===== config.mk =====
export PLATFORM = sky130hd
export DESIGN_NAME = quickq_deq_ctrl
export DESIGN_NICKNAME = d
export VERILOG_FILES = /design/src/rtl/quickq_deq_ctrl.sv
export SDC_FILE = /design/constraint.sdc
export NUM_CORES = 1
export LEC_CHECK = 0
export BUFFER_PORTS_ARGS = -buffer_cell sky130_fd_sc_hd__buf_2
export CAP_MARGIN = 25
export CORE_ASPECT_RATIO = 1.1
export CORE_UTILIZATION = 25
export CTS_CLUSTER_SIZE = 8
export DETAILED_ROUTE_END_ITERATION = 8
export MAX_ROUTING_LAYER = met4
export PLACE_DENSITY = 0.51
export SYNTH_ARGS = -nofsm -noshare
export SYNTH_HDL_FRONTEND = slang
export SYNTH_SLANG_ARGS = --single-unit

===== constraint.sdc =====
create_clock -name clk -period 1.62 [get_ports clk]
set_clock_uncertainty 0.1 [all_clocks]
set_input_delay 0.081 -clock clk [delete_from_list [all_inputs] [get_ports clk]]
set_output_delay 0.081 -clock clk [all_outputs]
set_load 0.05 [all_outputs]

===== src/rtl/quickq_deq_ctrl.sv =====
// Dequeue controller for the QuickQ sorted priority queue: returns the head entry
// and shifts the remaining entries down one address so the queue stays contiguous.
module quickq_deq_ctrl #(
  parameter int DW = 8,
  parameter int AW = 4
) (
  input  logic          clk,
  input  logic          rst,
  input  logic          deq,
  input  logic          enq,
  output logic          busy,
  output logic [AW-1:0] ram_addr,
  input  logic [DW-1:0] ram_rdata,
  output logic [DW-1:0] ram_wdata,
  output logic          ram_we,
  output logic          deq_valid,
  output logic [DW-1:0] deq_data,
  output logic          deq_empty
);

  localparam int            DEPTH = 1 << AW;
  localparam logic [DW-1:0] SENT  = {DW{1'b1}};
  localparam logic [AW-1:0] LAST  = AW'(DEPTH - 1);

  typedef enum logic [2:0] {
    IDLE,
    RD_HEAD,
    WAIT_HEAD,
    RD_NEXT,
    WR_SHIFT,
    CLR_LAST,
    RESP
  } state_t;

  state_t        state_reg, state_next;
  logic [AW-1:0] i_reg, i_next;
  logic [AW-1:0] i_inc;
  logic [DW-1:0] data_reg, data_next;
  logic          empty_reg, empty_next;

  // i never exceeds DEPTH-2 while shifting, so this increment cannot wrap
  assign i_inc = i_reg + AW'(1);

  always_ff @(posedge clk or negedge rst) begin
    if (!rst) begin
      state_reg <= IDLE;
      i_reg     <= '0;
      data_reg  <= '0;
      empty_reg <= 1'b0;
    end else begin
      state_reg <= state_next;
      i_reg     <= i_next;
      data_reg  <= data_next;
      empty_reg <= empty_next;
    end
  end

  always_comb begin
    state_next = state_reg;
    i_next     = i_reg;
    data_next  = data_reg;
    empty_next = empty_reg;
    ram_addr   = '0;
    ram_wdata  = '0;
    ram_we     = 1'b0;
    deq_valid  = 1'b0;
    deq_empty  = 1'b0;

    case (state_reg)
      IDLE: begin
        // dequeue takes priority when both requests arrive together
        if (deq) begin
          state_next = RD_HEAD;
        end else if (enq) begin
          state_next = IDLE;
        end
      end

      RD_HEAD: begin
        ram_addr   = '0;
        state_next = WAIT_HEAD;
      end

      WAIT_HEAD: begin
        if (ram_rdata == SENT) begin
          empty_next = 1'b1;
          state_next = RESP;
        end else begin
          data_next  = ram_rdata;
          empty_next = 1'b0;
          i_next     = '0;
          state_next = RD_NEXT;
        end
      end

      RD_NEXT: begin
        ram_addr   = i_inc;
        state_next = WR_SHIFT;
      end

      WR_SHIFT: begin
        ram_we    = 1'b1;
        ram_addr  = i_reg;
        ram_wdata = ram_rdata;
        if (ram_rdata == SENT) begin
          state_next = RESP;
        end else if (i_inc == LAST) begin
          state_next = CLR_LAST;
        end else begin
          i_next     = i_inc;
          state_next = RD_NEXT;
        end
      end

      CLR_LAST: begin
        // full queue: nothing shifted into the top slot, so terminate it explicitly
        ram_we     = 1'b1;
        ram_addr   = LAST;
        ram_wdata  = SENT;
        state_next = RESP;
      end

      RESP: begin
        deq_valid  = 1'b1;
        deq_empty  = empty_reg;
        state_next = IDLE;
      end

      default: begin
        state_next = IDLE;
      end
    endcase
  end

  assign busy     = (state_reg != IDLE);
  assign deq_data = data_reg;

endmodule

==> metrics.md, run 1 <==
| Metric | Value |
|---|---|
| Die area | `roughly 4500 sq um` |
| Rows | `24` |
| Layout Area Growth over Synthesis | `72.07%` |
| Synth Cell Area | `1066 sq um` |
| Clk_lat worst skew | `between 0.2 and 0.3 ns` |
| Tmin final | `1.743 ns` |
| ANT cells | `0` |
| Max-Cap Viols | `0` |
| Final worst path period share | `107.6%` |
| Register area share after synthesis | `37.56%` |
| H-tree depth | `1` |
| Crit path DAT | `1.56 ns` |
| DR vias | `1134` |
| Routed wire length | `roughly 3.1 mm` |
| Die Height | `70.49 um` |
| Final Cell Area | `1834 sq um` |
| Largest net degree at the start of global routing | `17` |
| GRT Total Usage | `14.45%` |
| Hold Crit Class | `in -> reg` |
| GP Congestion | `~0.84` |
| Core area | `4024 sq um` |
| Syn Nets | `127` |
| Die Wd | `approximately 64 um` |
| DRC Markers | `0` |
| DP Area | `1521 sq um` |
| CP max FO | `5` |
| Register bit total from synthesis | `16` |
| Vias in the first global route | `1129` |
| DR vias/cell | `4.846` |
| Syn Inst Count | `113` |
| Clock root cell | `clkbuf_8` |
| Remaining antenna violation count | `0` |
| Unrepaired setup endpoints after global routing | `true` |
| Post-synth top area cell | `dfrtp_1` |
| Max Fclk | `0.5736 GHz` |
| Worst Path Class, Setup | `reg -> out` |
| Initial DRC Count | `22` |
| Pins Over Slew Limit | `0` |
| Fin cells | `234` |
| Final Hold Fails | `0` |
| Total Nets Final | `197` |
| Failing checks | `negative setup slack` |
| Max reg flops | `8` |
| Met3 WL post-DR | `171 um` |
| Commonest non-fill, non-tap cell in the layout | `buf_4` |
| IO buf count | `34` |
| Ys Warns | `0` |
| Routed met1 length | `1.251 mm` |
| CP required | `about 1.4 ns` |
| 1st-pass router iterations | `4` |
| Crit path launch type | `flop` |
| Setup violations, final | `6` |
| Worst Max-Slew Pin Slew | `0.4213 ns` |
| CTS sink cnt | `16` |
| Worst Setup Slack, final | `-0.1233 ns` |
| Top routing layer in use | `met4` |
| Metal2 WL | `1.620 mm` |
| Endpoint class of the critical path | `output pin` |
| Yosys top cell area share | `37.56%` |
| Distinct cell type count after synthesis | `41` |
| Pleak | `0.8472 nW` |
| Max VDD drop | `1149 uV` |
| WHS | `~0.0026 ns` |
| Status | `finished with violations` |
| Routed len/inst | `13.23 um` |
| Initial antenna violation count | `0` |
| Largest cells by area after synthesis | `dfrtp_1, nor2_1, mux2_4` |
| Final core utilization | `45.58%` |
| Num ports | `36` |
| Initial core utilization | `between 20% and 30%` |
| Detailed placement HPWL | `about 2.3 mm` |
| Average size of a mapped cell | `between 9 and 10 sq um` |
| Max_slew headroom | `71.91%` |
| Cell Pwr Density | `around 2000 nW/um^2` |
| First-pass GRT wire length | `between 4 and 5 mm` |
| CTS tree | `yes` |
| Cell Count Post-Placement | `215` |
| Reg clk slew, reported paths | `0.07 ns` |
| Grt ovf | `0` |
| CTS max path bufs | `2` |
| CTS Buf Count | `3` |
| Ratio of cells with drive above 1 in the final layout | `55.49%` |
| Most frequent cells in the layout | `buf_4, nor2_1, buf_2` |
## cell usage after synthesis
master and n:
nor2_2 1, clkbuf_1 3, nor3_1 1, o31a_1 2, mux2_4 6, nand3b_1 1, and3b_1 1, nand3_1 1
nand2b_1 1, o221ai_1 1, o21ai_0 1, o31ai_1 3, nand4b_1 1, nand2b_4 1, o22ai_1 1, inv_1 7
and2_1 1, buf_2 3, nand2_2 1, and4b_1 2, o2111ai_4 1, or4_1 1, a311o_1 2, xnor2_1 2
ha_1 2, buf_4 1, a21oi_1 3, o21a_1 1, nor2_1 25, o211ai_1 3, or2_1 1, xor2_1 1
nand4_1 2, o2bb2ai_1 1, o32ai_1 2, o41ai_2 1, o21ai_2 1, nand2_1 5, a21boi_2 1, dfrtp_1 16
o22a_1 2
## through the flow
stage / TNS, ns / power [mW] / setup WS (ns)
4_1_cts: -0.5409 / 3.535 / -0.1397
3_3_place_gp: -0.02045 / 2.991 / -0.01352
6_report: -0.4489 / 3.708 / -0.1233
5_1_grt: -0.9434 / 3.913 / -0.1734
3_5_place_dp: -0.1867 / 3.024 / -0.06587
2_1_floorplan: -1.691 / 2.410 / -0.1767
## area by class of cell
class / count / area [sq um]
Tap cell: 52 / 65.06
Inverter: 7 / 26.28
Sequential cell: 16 / 405.4
Multi-Input combinational cell: 83 / 730.7
Fill cell: 408 / 2190
Timing Repair Buffer: 72 / 551.8
Clock buffer: 4 / 55.05
## routing by layer
layer	GRT usage [%]	up-vias
met5	-	-
met1	15.39	538
met4	3.951	0
li1	-	542
met3	2.288	8
met2	27.02	46
## path summary, 6_finish.rpt
| kind | start | endpoint | slack, ns | cells after the start |
|---|---|---|---|---|
| max | i_reg[0] | ram_addr[2] | -0.12 | 5 |
| min | ram_rdata[3] | deq_data[3] | 0.003 | 2 |
| max reg2reg | i_reg[0] | i_reg[2] | -0.11 | 6 |
| min reg2reg | empty_reg | empty_reg | 0.39 | 2 |
| max in group asynchronous | rst | i_reg[1] | 0.92 | 2 |
| min in group asynchronous | rst | i_reg[3] | 0.19 | 2 |
## worst max-delay path, cell delays in order (launching register included)
cell and delay [ns]:
dfrtp_2 0.44, ha_2 0.21, buf_4 0.14, xnor2_1 0.15
o31ai_4 0.18, buf_6 0.18
## cells by family after synthesis
kind of cell / after synthesis / synth area share (%)
fa+ha+maj: 2 / 2.347
xor+xnor: 3 / 2.465
buf+inv: 14 / 5.634
compound gates: 26 / 21.72
flops: 16 / 37.56
mux: 6 / 8.451
simple gates: 46 / 21.83
## timing repair
action | in CTS | in global routing
endpoints found under the hold margin | 23 | 0
hold buffers | 8 | 0
pin swaps | 3 | 3
setup buffers | 4 | 3
setup endpoints to repair | 17 | 26
gates resized for setup | 23 | 16
## where the power goes
group | internal [mW] | leakage [nW] | switching (mW)
sequential | 0.585 | 0.191 | 0.145
combinational | 1.05 | 0.627 | 1.57
clock | 0.216 | 0.0288 | 0.142
Power figures use the tool's default switching activity.
==> run 2: changes to the inputs <==
--- a/config.mk
+++ b/config.mk
@@ -5,14 +5,15 @@
 export SDC_FILE = /design/constraint.sdc
 export NUM_CORES = 1
 export LEC_CHECK = 0
+export ABC_AREA = 1
 export BUFFER_PORTS_ARGS = -buffer_cell sky130_fd_sc_hd__buf_2
 export CAP_MARGIN = 25
 export CORE_ASPECT_RATIO = 1.1
-export CORE_UTILIZATION = 25
+export CORE_UTILIZATION = 44
 export CTS_CLUSTER_SIZE = 8
 export DETAILED_ROUTE_END_ITERATION = 8
 export MAX_ROUTING_LAYER = met4
-export PLACE_DENSITY = 0.51
+export PLACE_DENSITY = 0.79
 export SYNTH_ARGS = -nofsm -noshare
 export SYNTH_HDL_FRONTEND = slang
 export SYNTH_SLANG_ARGS = --single-unit
==> metrics.md, run 2 <==
| Metric | Value |
|---|---|
| Remaining antenna violation count | `0 (unchanged)` |
| Initial antenna violation count | `0 (unchanged)` |
| Worst Path Class, Setup | `reg -> out (unchanged)` |
| Register area share after synthesis | `39.31% (was 37.56%)` |
| Pleak | `0.9362 nW (was 0.8472 nW)` |
| Met3 usage | `2.069% (was 2.288%)` |
| Initial core utilization | `48.86% (was 26.49%)` |
| Crit path DAT | `1.59 ns (was 1.56 ns)` |
| GR peak layer | `met2 (unchanged)` |
| Post-synth EDFFs | `0 (unchanged)` |
| Die Wd | `47.87 um (was 64.26 um)` |
| DR vias/cell | `5.351 (was 4.846)` |
| Pins Over Slew Limit | `0 (unchanged)` |
| CTS tree | `yes (unchanged)` |
| Ys Warns | `0 (unchanged)` |
| GR Util met2 | `47.30% (was 27.02%)` |
| Final worst path period share | `109.3% (was 107.6%)` |
| Main combinational cell family by area after synthesis | `simple AND/OR/NAND/NOR gates (unchanged)` |
| Register bit total from synthesis | `16 (unchanged)` |
| Largest cells by area after synthesis | `dfrtp_1, nand2_1, o21ai_2 (was dfrtp_1, nor2_1, mux2_4)` |
| Crit path launch type | `flop (unchanged)` |
| Multiplexer area fraction after synthesis | `0% (was 8.451%)` |
| Unrepaired setup endpoints after global routing | `true (unchanged)` |
| Rows | `17 (was 24)` |
| Max Fclk | `0.5649 GHz (was 0.5736 GHz)` |
| Reg-to-Reg End | `i_reg[3] (was i_reg[2])` |
| R2r setup slk | `-0.07 ns (was -0.11 ns)` |
| CTS max path bufs | `2 (unchanged)` |
| Synth Area in Adders | `2.457% (was 2.347%)` |
| Layout Area Growth over Synthesis | `86.73% (was 72.07%)` |
| Synth Cell Area | `1018 sq um (was 1066 sq um)` |
| Ratio of cells with drive above 1 in the final layout | `58.62% (was 55.49%)` |
| Dominant cell by count in the synthesized netlist | `nand2_1 (was nor2_1)` |
| H-tree depth | `1 (unchanged)` |
| Max reg flops | `8 (unchanged)` |
| Detailed placement HPWL | `1.720 mm (was 2.289 mm)` |
| DR vias | `1236 (was 1134)` |
| Worst reg2reg path depth | `8 (was 6)` |
| Die area | `2511 sq um (was 4529 sq um)` |
| Met1 Resource Use GR | `29.48% (was 15.39%)` |
| GRT Total Usage | `26.42% (was 14.45%)` |
| CP max FO | `8 (was 5)` |
| Largest net degree at the start of global routing | `24 (was 17)` |
| Initial DRC Count | `26 (was 22)` |
| Endpoint class of the critical path | `output pin (unchanged)` |
| Final Cell Area | `1902 sq um (was 1834 sq um)` |
| Synth cell count leaders | `nand2_1, dfrtp_1, inv_1 (was nor2_1, dfrtp_1, inv_1)` |
| Crit-path max cell delay | `0.46 ns (was 0.44 ns)` |
| Worst Setup Slack, final | `-0.1502 ns (was -0.1233 ns)` |
| Average size of a mapped cell | `8.083 sq um (was 9.434 sq um)` |
| Vias in the first global route | `1071 (was 1129)` |
| Slowest CP cell | `dfrtp_2 (unchanged)` |
| Placement Setup Slack | `0.08071 ns (was -0.06587 ns)` |
| Critical-path cell list | `nor2_4, nand2_8, buf_4, o21ai_2, buf_6 (was ha_2, buf_4, xnor2_1, o31ai_4, buf_6)` |
| IO buf count | `34 (unchanged)` |
| Core area | `2085 sq um (was 4024 sq um)` |
| Hold Crit Class | `in -> async (was in -> reg)` |
| Ys flop type | `dfrtp_1 (unchanged)` |
| Distinct cell type count after synthesis | `26 (was 41)` |
| GP Congestion | `0.8204 (was 0.8370)` |
| DP Area | `1255 sq um (was 1521 sq um)` |
| DRC Markers | `0 (unchanged)` |
| Reg clk slew, reported paths | `0.10 ns (was 0.07 ns)` |
| Post-synthesis simple-gate area fraction | `30.84% (was 21.83%)` |
| First-pass GRT wire length | `4.526 mm (was 4.988 mm)` |
| Total power draw | `3.565 mW (was 3.708 mW)` |
| Max VDD drop | `1912 uV (was 1149 uV)` |
| Clk_lat worst skew | `0.30 ns (was 0.25 ns)` |
| Status | `finished with violations (unchanged)` |
| Synth Area in XOR/XNOR | `0% (was 2.465%)` |
| Synth Area in Compound Gates | `17.94% (was 21.71%)` |
| Syn Inst Count | `126 (was 113)` |
| ANT cells | `0 (unchanged)` |
| Worst Max-Slew Pin Slew | `0.3704 ns (was 0.4213 ns)` |
| 1st-pass router iterations | `4 (unchanged)` |
| Commonest non-fill, non-tap cell in the layout | `nand2_1 (was buf_4)` |
| CTS sink cnt | `16 (unchanged)` |
| Total Nets Final | `218 (was 197)` |
| Post-synth ARST share | `100.0% (unchanged)` |
| Final core utilization | `91.24% (was 45.58%)` |
| Failing checks | `negative setup slack (unchanged)` |
| CP required | `1.44 ns (about the same)` |
| CP Launch Point | `state_reg[1] (was i_reg[0])` |
| Routed len/inst | `16.78 um (was 13.23 um)` |
| Cell Pwr Density | `1874 nW/um^2 (was 2021 nW/um^2)` |
| Tmin final | `1.770 ns (was 1.743 ns)` |
| Num ports | `36 (unchanged)` |
| Setup violations, final | `20 (was 6)` |
| TNS Setup | `-1.528 ns (was -0.4489 ns)` |
| CTS Buf Count | `3 (unchanged)` |
| Max_slew headroom | `75.31% (was 71.91%)` |
| Yosys top cell area share | `39.31% (was 37.56%)` |
| Most frequent cells in the layout | `nand2_1, buf_4, buf_2 (was buf_4, nor2_1, buf_2)` |
| Syn Nets | `140 (was 127)` |
| Crit path to | `ram_wdata[7] (was ram_addr[2])` |
| Routed wire length | `3.876 mm (was 3.096 mm)` |
| RR Startpoint | `state_reg[1] (was i_reg[0])` |
| Grt ovf | `0 (unchanged)` |
| Max-Cap Viols | `0 (unchanged)` |
| Die Height | `52.46 um (was 70.49 um)` |
| Post-synth top area cell | `dfrtp_1 (unchanged)` |
| Clock root cell | `clkbuf_4 (was clkbuf_8)` |
| Final Hold Fails | `0 (unchanged)` |
## run 2: cell count changes after synthesis, sizes merged, moves of 3 or more
cell,delta
inv,+10
mux2,-6
nand2,+33
nand3,+10
nor2,-19
o21ai,+14
o31ai,-3
## run 2: logic make-up (layout without fill, tap and decap cells)
group	count (synthesis)	in the layout
adder cells (fa/ha/maj)	2	2
AND/OR/NAND/NOR	62	64
AO/OA/AOI/OAI	25	25
flip-flops	16	16
buffers and inverters	21	96
## run 2: through the flow
| stage | hold slack [ns] | std cells |
|---|---|---|
| after floorplan | -0.3146 | 126 |
| after global placement | -0.09180 | 189 |
| after detailed placement | -0.08169 | 189 |
| after CTS | 0.1212 | 220 |
| after global routing | 0.1587 | 231 |
| final | 0.1269 | 231 |
## run 2: worst min-delay path by stage
stage | from | end | slack (ns) | cells past startpoint
detailed placement | rst | deq_data[6] | -0.08 | 1
CTS | rst | deq_data[2] | 0.12 | 2
global route | rst | deq_data[2] | 0.16 | 2
floorplan | rst | deq_data[0] | -0.31 | 0
finish | rst | deq_data[5] | 0.13 | 2
global placement | rst | deq_data[7] | -0.09 | 1
## run 2: report_power, final
part / internal, mW / switching (mW)
combinational: 0.955 / 1.61
clock: 0.137 / 0.142
sequential: 0.564 / 0.151
total: 1.66 / 1.91
## run 2: critical path: cells and delay by family, from the launching register on
family	cells	cell delay, ns
AND/OR/NAND/NOR	2	0.34
flip-flops	1	0.46
buffers and inverters	2	0.34
AO/OA/AOI/OAI	1	0.14
## run 2: area by class of cell
class,instances,area (sq um)
Clock buffer,4,36.28
Multi-Input combinational cell,91,704.4
Sequential cell,16,404.1
Tap cell,28,35.03
Fill cell,95,182.7
Inverter,17,68.82
Timing Repair Buffer,75,653.1
## run 2: metal layers
layer / vias up / part of all wire, %
li1: 571 / -
met1: 593 / 40
met2: 62 / 53
met3: 10 / 4.8
met4: 0 / 2.3
met5: - / 0
## run 2: what timing repair did
action | in CTS | in global routing
endpoints found under the hold margin | 25 | 0
endpoints found under the setup margin | 13 | 28
gates cloned | 0 | 3
pin swaps | 8 | 10
setup buffers | 17 | 8
hold buffers | 10 | 0
gates resized for setup | 34 | 38
